$ cat src/rtl/sram2k8_ctrl.sv
// Bus master for a 2K x 8 asynchronous SRAM: turns a one-cycle host request into
// a SETUP / ACTIVE / HOLD pin sequence with a programmable strobe width.
module sram2k8_ctrl #(
  parameter int WAIT_CYCLES = 1
) (
  input  logic        sysclk,
  input  logic        sysreset,
  input  logic        req,
  input  logic        we,
  input  logic [10:0] addr,
  input  logic [7:0]  wdata,
  output logic [7:0]  rdata,
  output logic        ack,
  output logic        busy,
  output logic [10:0] A0_A10,
  output logic        CS_n,
  output logic        OE_n,
  output logic        W_n,
  output logic [7:0]  D_out,
  output logic        D_oe,
  input  logic [7:0]  D_in
);

  typedef enum logic [1:0] {
    IDLE   = 2'd0,
    SETUP  = 2'd1,
    ACTIVE = 2'd2,
    HOLD   = 2'd3
  } state_t;

  localparam logic [3:0] WAIT_INIT = 4'(WAIT_CYCLES);

  state_t      state_q, state_d;
  logic [3:0]  wcnt_q, wcnt_d;
  logic        we_q, we_d;
  logic [10:0] addr_q, addr_d;
  logic [7:0]  wdata_q, wdata_d;
  logic [7:0]  rdata_q, rdata_d;
  logic        cs_n_q, cs_n_d;
  logic        oe_n_q, oe_n_d;
  logic        w_n_q, w_n_d;
  logic        d_oe_q, d_oe_d;
  logic        ack_q, ack_d;

  // Sequencing and data capture
  always_comb begin
    state_d = state_q;
    wcnt_d  = wcnt_q;
    we_d    = we_q;
    addr_d  = addr_q;
    wdata_d = wdata_q;
    rdata_d = rdata_q;
    case (state_q)
      IDLE: begin
        if (req) begin
          we_d    = we;
          addr_d  = addr;
          wdata_d = wdata;
          state_d = SETUP;
        end
      end
      SETUP: begin
        wcnt_d  = WAIT_INIT;
        state_d = ACTIVE;
      end
      ACTIVE: begin
        if (wcnt_q == 4'd0) begin
          state_d = HOLD;
          if (!we_q) begin
            rdata_d = D_in;
          end
        end else begin
          wcnt_d = wcnt_q - 4'd1;
        end
      end
      HOLD: begin
        state_d = IDLE;
      end
      default: begin
        state_d = IDLE;
      end
    endcase
  end

  // Pin levels are decoded from the next state so the strobes come straight
  // off flops and cannot glitch; OE_n and W_n are mutually exclusive by we_d.
  always_comb begin
    cs_n_d = (state_d == IDLE);
    oe_n_d = !((state_d == ACTIVE) && !we_d);
    w_n_d  = !((state_d == ACTIVE) && we_d);
    d_oe_d = we_d && (state_d != IDLE);
    ack_d  = (state_d == HOLD);
  end

  always_ff @(posedge sysclk) begin
    if (sysreset) begin
      state_q <= IDLE;
      wcnt_q  <= 4'd0;
      we_q    <= 1'b0;
      addr_q  <= 11'd0;
      wdata_q <= 8'h00;
      rdata_q <= 8'h00;
      cs_n_q  <= 1'b1;
      oe_n_q  <= 1'b1;
      w_n_q   <= 1'b1;
      d_oe_q  <= 1'b0;
      ack_q   <= 1'b0;
    end else begin
      state_q <= state_d;
      wcnt_q  <= wcnt_d;
      we_q    <= we_d;
      addr_q  <= addr_d;
      wdata_q <= wdata_d;
      rdata_q <= rdata_d;
      cs_n_q  <= cs_n_d;
      oe_n_q  <= oe_n_d;
      w_n_q   <= w_n_d;
      d_oe_q  <= d_oe_d;
      ack_q   <= ack_d;
    end
  end

  assign rdata  = rdata_q;
  assign ack    = ack_q;
  assign busy   = (state_q != IDLE);
  assign A0_A10 = addr_q;
  assign D_out  = wdata_q;
  assign CS_n   = cs_n_q;
  assign OE_n   = oe_n_q;
  assign W_n    = w_n_q;
  assign D_oe   = d_oe_q;

endmodule

$ cat config.mk
export PLATFORM = sky130hd
export DESIGN_NAME = sram2k8_ctrl
export DESIGN_NICKNAME = d
export VERILOG_FILES = /design/src/rtl/sram2k8_ctrl.sv
export SDC_FILE = /design/constraint.sdc
export NUM_CORES = 1
export LEC_CHECK = 0
export BUFFER_PORTS_ARGS = -buffer_cell sky130_fd_sc_hd__buf_4
export CAP_MARGIN = 5
export CORE_MARGIN = 10
export CORE_UTILIZATION = 50
export DETAILED_ROUTE_END_ITERATION = 10
export PLACE_DENSITY_LB_ADDON = 0.08
export SYNTH_ARGS = -nofsm -noshare
export SYNTH_HDL_FRONTEND = slang
export SYNTH_SLANG_ARGS = --single-unit
export TNS_END_PERCENT = 20
$ cat constraint.sdc
create_clock -name sysclk -period 4 [get_ports sysclk]
set_input_delay 0.4 -clock sysclk [delete_from_list [all_inputs] [get_ports sysclk]]
set_output_delay 0.4 -clock sysclk [all_outputs]
set_load 0.1 [all_outputs]
# After elaboration in Yosys (flattened, before gate mapping)
# Index checks and enable logic that the tools add are counted.
[totals]
inputBits = 31
output_inout_bits = 33
elab_cells = 41
reg_bits = 39
[classes]
addsub = 1
bitwise = 1
muxes = 7
reduce_logical = 15
eq_ne = 6
[op_table]
columns = ["operator", "n"]
rows = [
  ["2-bit == test, second input constant", 4],
  ["2-bit one-hot mux with 4 select lines", 1],
  ["4-bit one-hot mux with 2 select lines", 1],
  ["2-bit nonzero test", 3],
  ["2-bit zero test", 2],
  ["4-bit zero test", 1],
  ["2-bit 2-to-1 mux", 2],
  ["4-bit 2-to-1 mux", 1],
  ["2-bit AND reduction", 2],
  ["4-bit by 1-bit subtractor with 4-bit output, second input constant", 1],
  ["1-bit logical AND", 3],
  ["1-bit zero test", 3],
  ["3-bit AND reduction", 1],
  ["2-bit by 1-bit == test with 1-bit output, second input constant", 1],
  ["1-bit 2-to-1 mux", 2],
  ["2-bit inequality test, second input constant", 1],
  ["1-bit inverter", 1],
]

# Logic depth before layout (Yosys ltp)
[logic_depth]
ltp_word = 6
depth_mapped = 7
depth_no_buf = 5

# Worst setup path before layout
# No wires, ideal clock.
[synth_path]
path_kind = "reg2reg"
start = "register wcnt_q[0]"
end = "register cs_n_q (netlist: CS_n)"
required_ns = 3.885
period_less_slack_ns = 1.644
slack_ns = 2.356
stages_incl_launch_ff = 6
n_path_buf = 0
t_arrival_ns = 1.529
setup_ns = 0.115
cell_sequence = "dfxtp_1 inv_1 ha_1 or3b_4 a221o_1 a21o_2"
[synth_via]
elab_chain_len = 4
[synth_lines]
columns = ["element", "line", "source"]
rows = [
  ["start: declaration", "34", "logic [3:0] wcnt_q, wcnt_d;"],
  ["start signal: assignment", "110", "wcnt_q <= wcnt_d;"],
  ["4-bit zero test", "67", "if (wcnt_q == 4'd0) begin"],
  ["2-bit 2-to-1 mux", "67", ""],
  ["2-bit one-hot mux with 4 select lines", "53", "case (state_q)"],
  ["2-bit zero test", "88", "cs_n_d = (state_d == IDLE);"],
  ["end signal: assignment", "115", "cs_n_q <= cs_n_d;"],
  ["end: declaration", "39", "logic cs_n_q, cs_n_d;"],
]
# Every way passes these cells.
# A chain may end at the register's enable or synchronous reset.

# Worst setup path after layout
[layout_path]
start = "register state_q[0]"
end = "register rdata_q[3] (netlist: rdata[3])"
[layout_via]
elab_chain_len = 2
[layout_lines]
columns = ["element", "line", "source"]
rows = [
  ["start: declaration", "33", "state_t state_q, state_d;"],
  ["start signal: assignment", "109", "state_q <= state_d;"],
  ["2-bit == test", "53", ""],
  ["3-bit AND reduction (no source line)", "n/a", ""],
  ["end signal: assignment", "114", "rdata_q <= rdata_d;"],
  ["end: declaration", "38", "logic [7:0] rdata_q, rdata_d;"],
]
# Every way passes these cells.

==> summary.md <==
| Metric | Value |
|---|---|
| Peak VDD IR | `about 0.47 mV` |
| CP startpoint kind | `flip-flop` |
| Slew margin rel. | `43.7%` |
| Reg clk slew, reported paths | `110 ps` |
| Post-Syn Instances | `176` |
| Core area | `a little over 3000 um^2` |
| Metal3 WL | `around 280 um` |
| Tightest Pin Transition | `approximately 840 ps` |
| I/O Pins | `64` |
| Cell taking the most area after synthesis | `dfxtp_1` |
| Sequential element share of the synthesized area | `50.0%` |
| WHS | `302 ps` |
| H-tree Lvls | `2` |
| CTS Sinks | `39` |
| Layout cells sized above 1 | `a little under a third` |
| First-pass GRT wire length | `about 6100 um` |
| Netlist cell types | `27` |
| Max Used Layer | `met4` |
| Final nets | `273` |
| Hold wc startpoint | `addr[2]` |
| HP Class | `in2reg` |
| Die Y | `75.9 um` |
| Predominant post-synthesis flop cell | `dfxtp_1` |
| Slew Viols, Final | `0` |
| CTS Buf Count | `5` |
| Critical Path Slowest Stage Cell | `nor2b_1` |
| Site Rows | `20` |
| DIE AREA | `5750 um^2` |
| Final hold violations | `0` |
| WS Path Type | `reg2reg` |
| Share of flip-flops with an asynchronous set or reset | `0%` |
| Post-synth EDFFs | `0` |
| Worst-path maximum fanout | `9` |
| Tcrit/Tclk final | `52.9%` |
| Worst Path Arrival | `around 2400 ps` |
| Placed insts | `273` |
| Drt drc | `0` |
| Fin crit period | `2120 ps` |
| Drt wl/cell | `13.5 um` |
| Post-CTS setup repair buffer count | `0` |
| Hold depth | `3` |
| Antenna Cells | `0` |
| Synth top area cells | `dfxtp_1 (50%), nand2_1 (9.4%), a21oi_1 (7.4%), nand2b_1 (6.8%), mux2i_1 (5.8%)` |
| Input/output buffers | `63` |
| Post-DP HPWL | `between 2000 and 3000 um` |
| Largest net degree at the start of global routing | `46` |
| R2r setup slk | `~1900 ps` |
| Syn_area_per_cell | `slightly below 9 um^2` |
| Initial DRC count | `46` |
| Area added between synthesis and finish | `34.6%` |
| WP data required | `4270 ps` |
| Setup TNS | `0 ps` |
| Vias/cell | `around 4.8` |
| Worst skew pair latency | `340 ps` |
| Die Wd | `75.9 um` |
| Worst setup startpoint | `state_q[0]` |
| PD cells | `856 nW/um^2` |
| Final Power | `approximately 0.0018 W` |
| Max Cap Viol | `0` |
| Global route overflow | `0` |
| Fmax | `0.473 GHz` |
| Synthesized Nets | `213` |
| Post-synthesis register bit count | `39` |
| R2R depth | `5` |
| Status | `complete, no violations` |
| CTS tree | `built` |
| Final setup violation count | `0` |
| Gr usage total | `about 14%` |
| Initial antenna violation count | `0` |
| Initial Util | `51.5%` |
| CTS max path bufs | `2` |
| Routability cong. | `0.680` |
| Synthesized area | `1560 um^2` |
| Vias in the first global route | `about 1400` |
| Worst setup EP type | `flip-flop` |
| Met2 wire len | `2070 um` |
| Via count | `~1300` |
| Met1 Routed Length | `between 1000 and 1500 um` |
| Worst path max stage delay | `around 700 ps` |
| Wirelength, routed | `3790 um` |
| Clock Skew | `around 4.7 ps` |
| Top cell type's share of synthesized area | `50.0%` |
| Worst flop-to-flop path endpoint | `rdata[3]` |
| Crit path cell chain | `inv_1, ha_1, and4bb_2, nor2b_1, mux2i_1` |
| Hold endpoint | `A0_A10[2]` |
| RSZ-0062 raised after global routing | `no` |
| Pleak | `around 0.92 nW` |
| Worst r2r src | `state_q[0]` |
| Remaining antenna violation count | `0` |
| Synth warn | `0` |
| Post-CTS sizing | `0` |
| Pre-antenna DRT Iters | `4` |
| Final Non-Filler Cells | `280` |
| Hold_buf cts | `0` |
| Final core utilization | `69.4%` |
| Root buffer cell | `clkbuf_4` |
-- synthesized netlist by cell type (2+ instances only) --
cell	count
a21oi_1	23
o21ai_0	2
buf_2	2
dfxtp_1	39
clkbuf_1	5
nor2b_1	2
nor3_1	2
nand2_1	39
nor2_1	7
nand2b_1	17
mux2i_1	9
nand3_1	2
buf_1	2
inv_1	6
nand3b_1	2
ha_1	6
-- cell families after synthesis --
family                     synth area share (%)
DFF                                        50.0
AOI/OAI and AO/OA                          10.7
buffers and inverters                      4.25
muxes                                      5.77
adders and majority gates                  4.81
and+or+nand+nor                            24.5
-- through the flow --
step,area [um^2],setup WS [ps]
global placement,2040,2040
CTS,2100,1850
detailed placement,2040,1880
global route,2100,1700
finish,2100,1880
floorplan,1560,2360
-- cell usage in the layout (no fill, tap or decap), types with 5 or more instances in the layout --
cell and n:
clkbuf_4 5, nand2_1 39, ha_1 6, inv_1 6
dfxtp_1 39, nand2b_1 17, a21oi_1 23, buf_4 63
mux2i_1 9, nor2_1 7
-- critical path, delay by kind of cell (launching register included) --
family / cells / cell delay (ps)
adders and majority gates: 1 / 310
buffers and inverters: 1 / 120
DFF: 1 / 360
muxes: 1 / 280
and+or+nand+nor: 2 / 990
-- power breakdown --
part | total (W) | leakage (nW) | switching (W) | internal [W]
clock network | 0.000205 | 0.0341 | 0.000124 | 0.0000815
registers | 0.000524 | 0.319 | 0.0000460 | 0.000478
logic | 0.00107 | 0.564 | 0.000812 | 0.000258
total | 0.00180 | 0.917 | 0.000981 | 0.000818
-- layout make-up --
class / instances / area (um^2)
inverter: 6 / 22.5
tap: 44 / 55.1
sequential: 39 / 781
fill: 236 / 927
multi-input combinational: 121 / 713
clock buffer: 6 / 51.3
timing repair buffer: 63 / 473
clock inverter: 1 / 5.00
-- how the worst max path moves through the flow --
stage                     to  depth (start not counted)
global placement    rdata[6]                          5
global route        rdata[6]                          5
finish              rdata[3]                          5
CTS                 rdata[3]                          5
floorplan               CS_n                          5
detailed placement  rdata[6]                          5
-- state kept, by name (all words and copies together) (netlist names) --
signal / cells
A0_A10: 11
CS_n: 1
D_oe: 1
D_out: 8
OE_n: 1
W_n: 1
ack: 1
rdata: 8
state_q: 2
wcnt_q: 4
we_q: 1
-- routing by layer --
metal / vias up / track usage (%)
li1: 691 / -
met1: 613 / 14.0
met2: 34 / 24.7
met3: 4 / 5.86
met4: 0 / 4.95
met5: - / 0
Note: power is estimated with default switching activity, not from simulation.
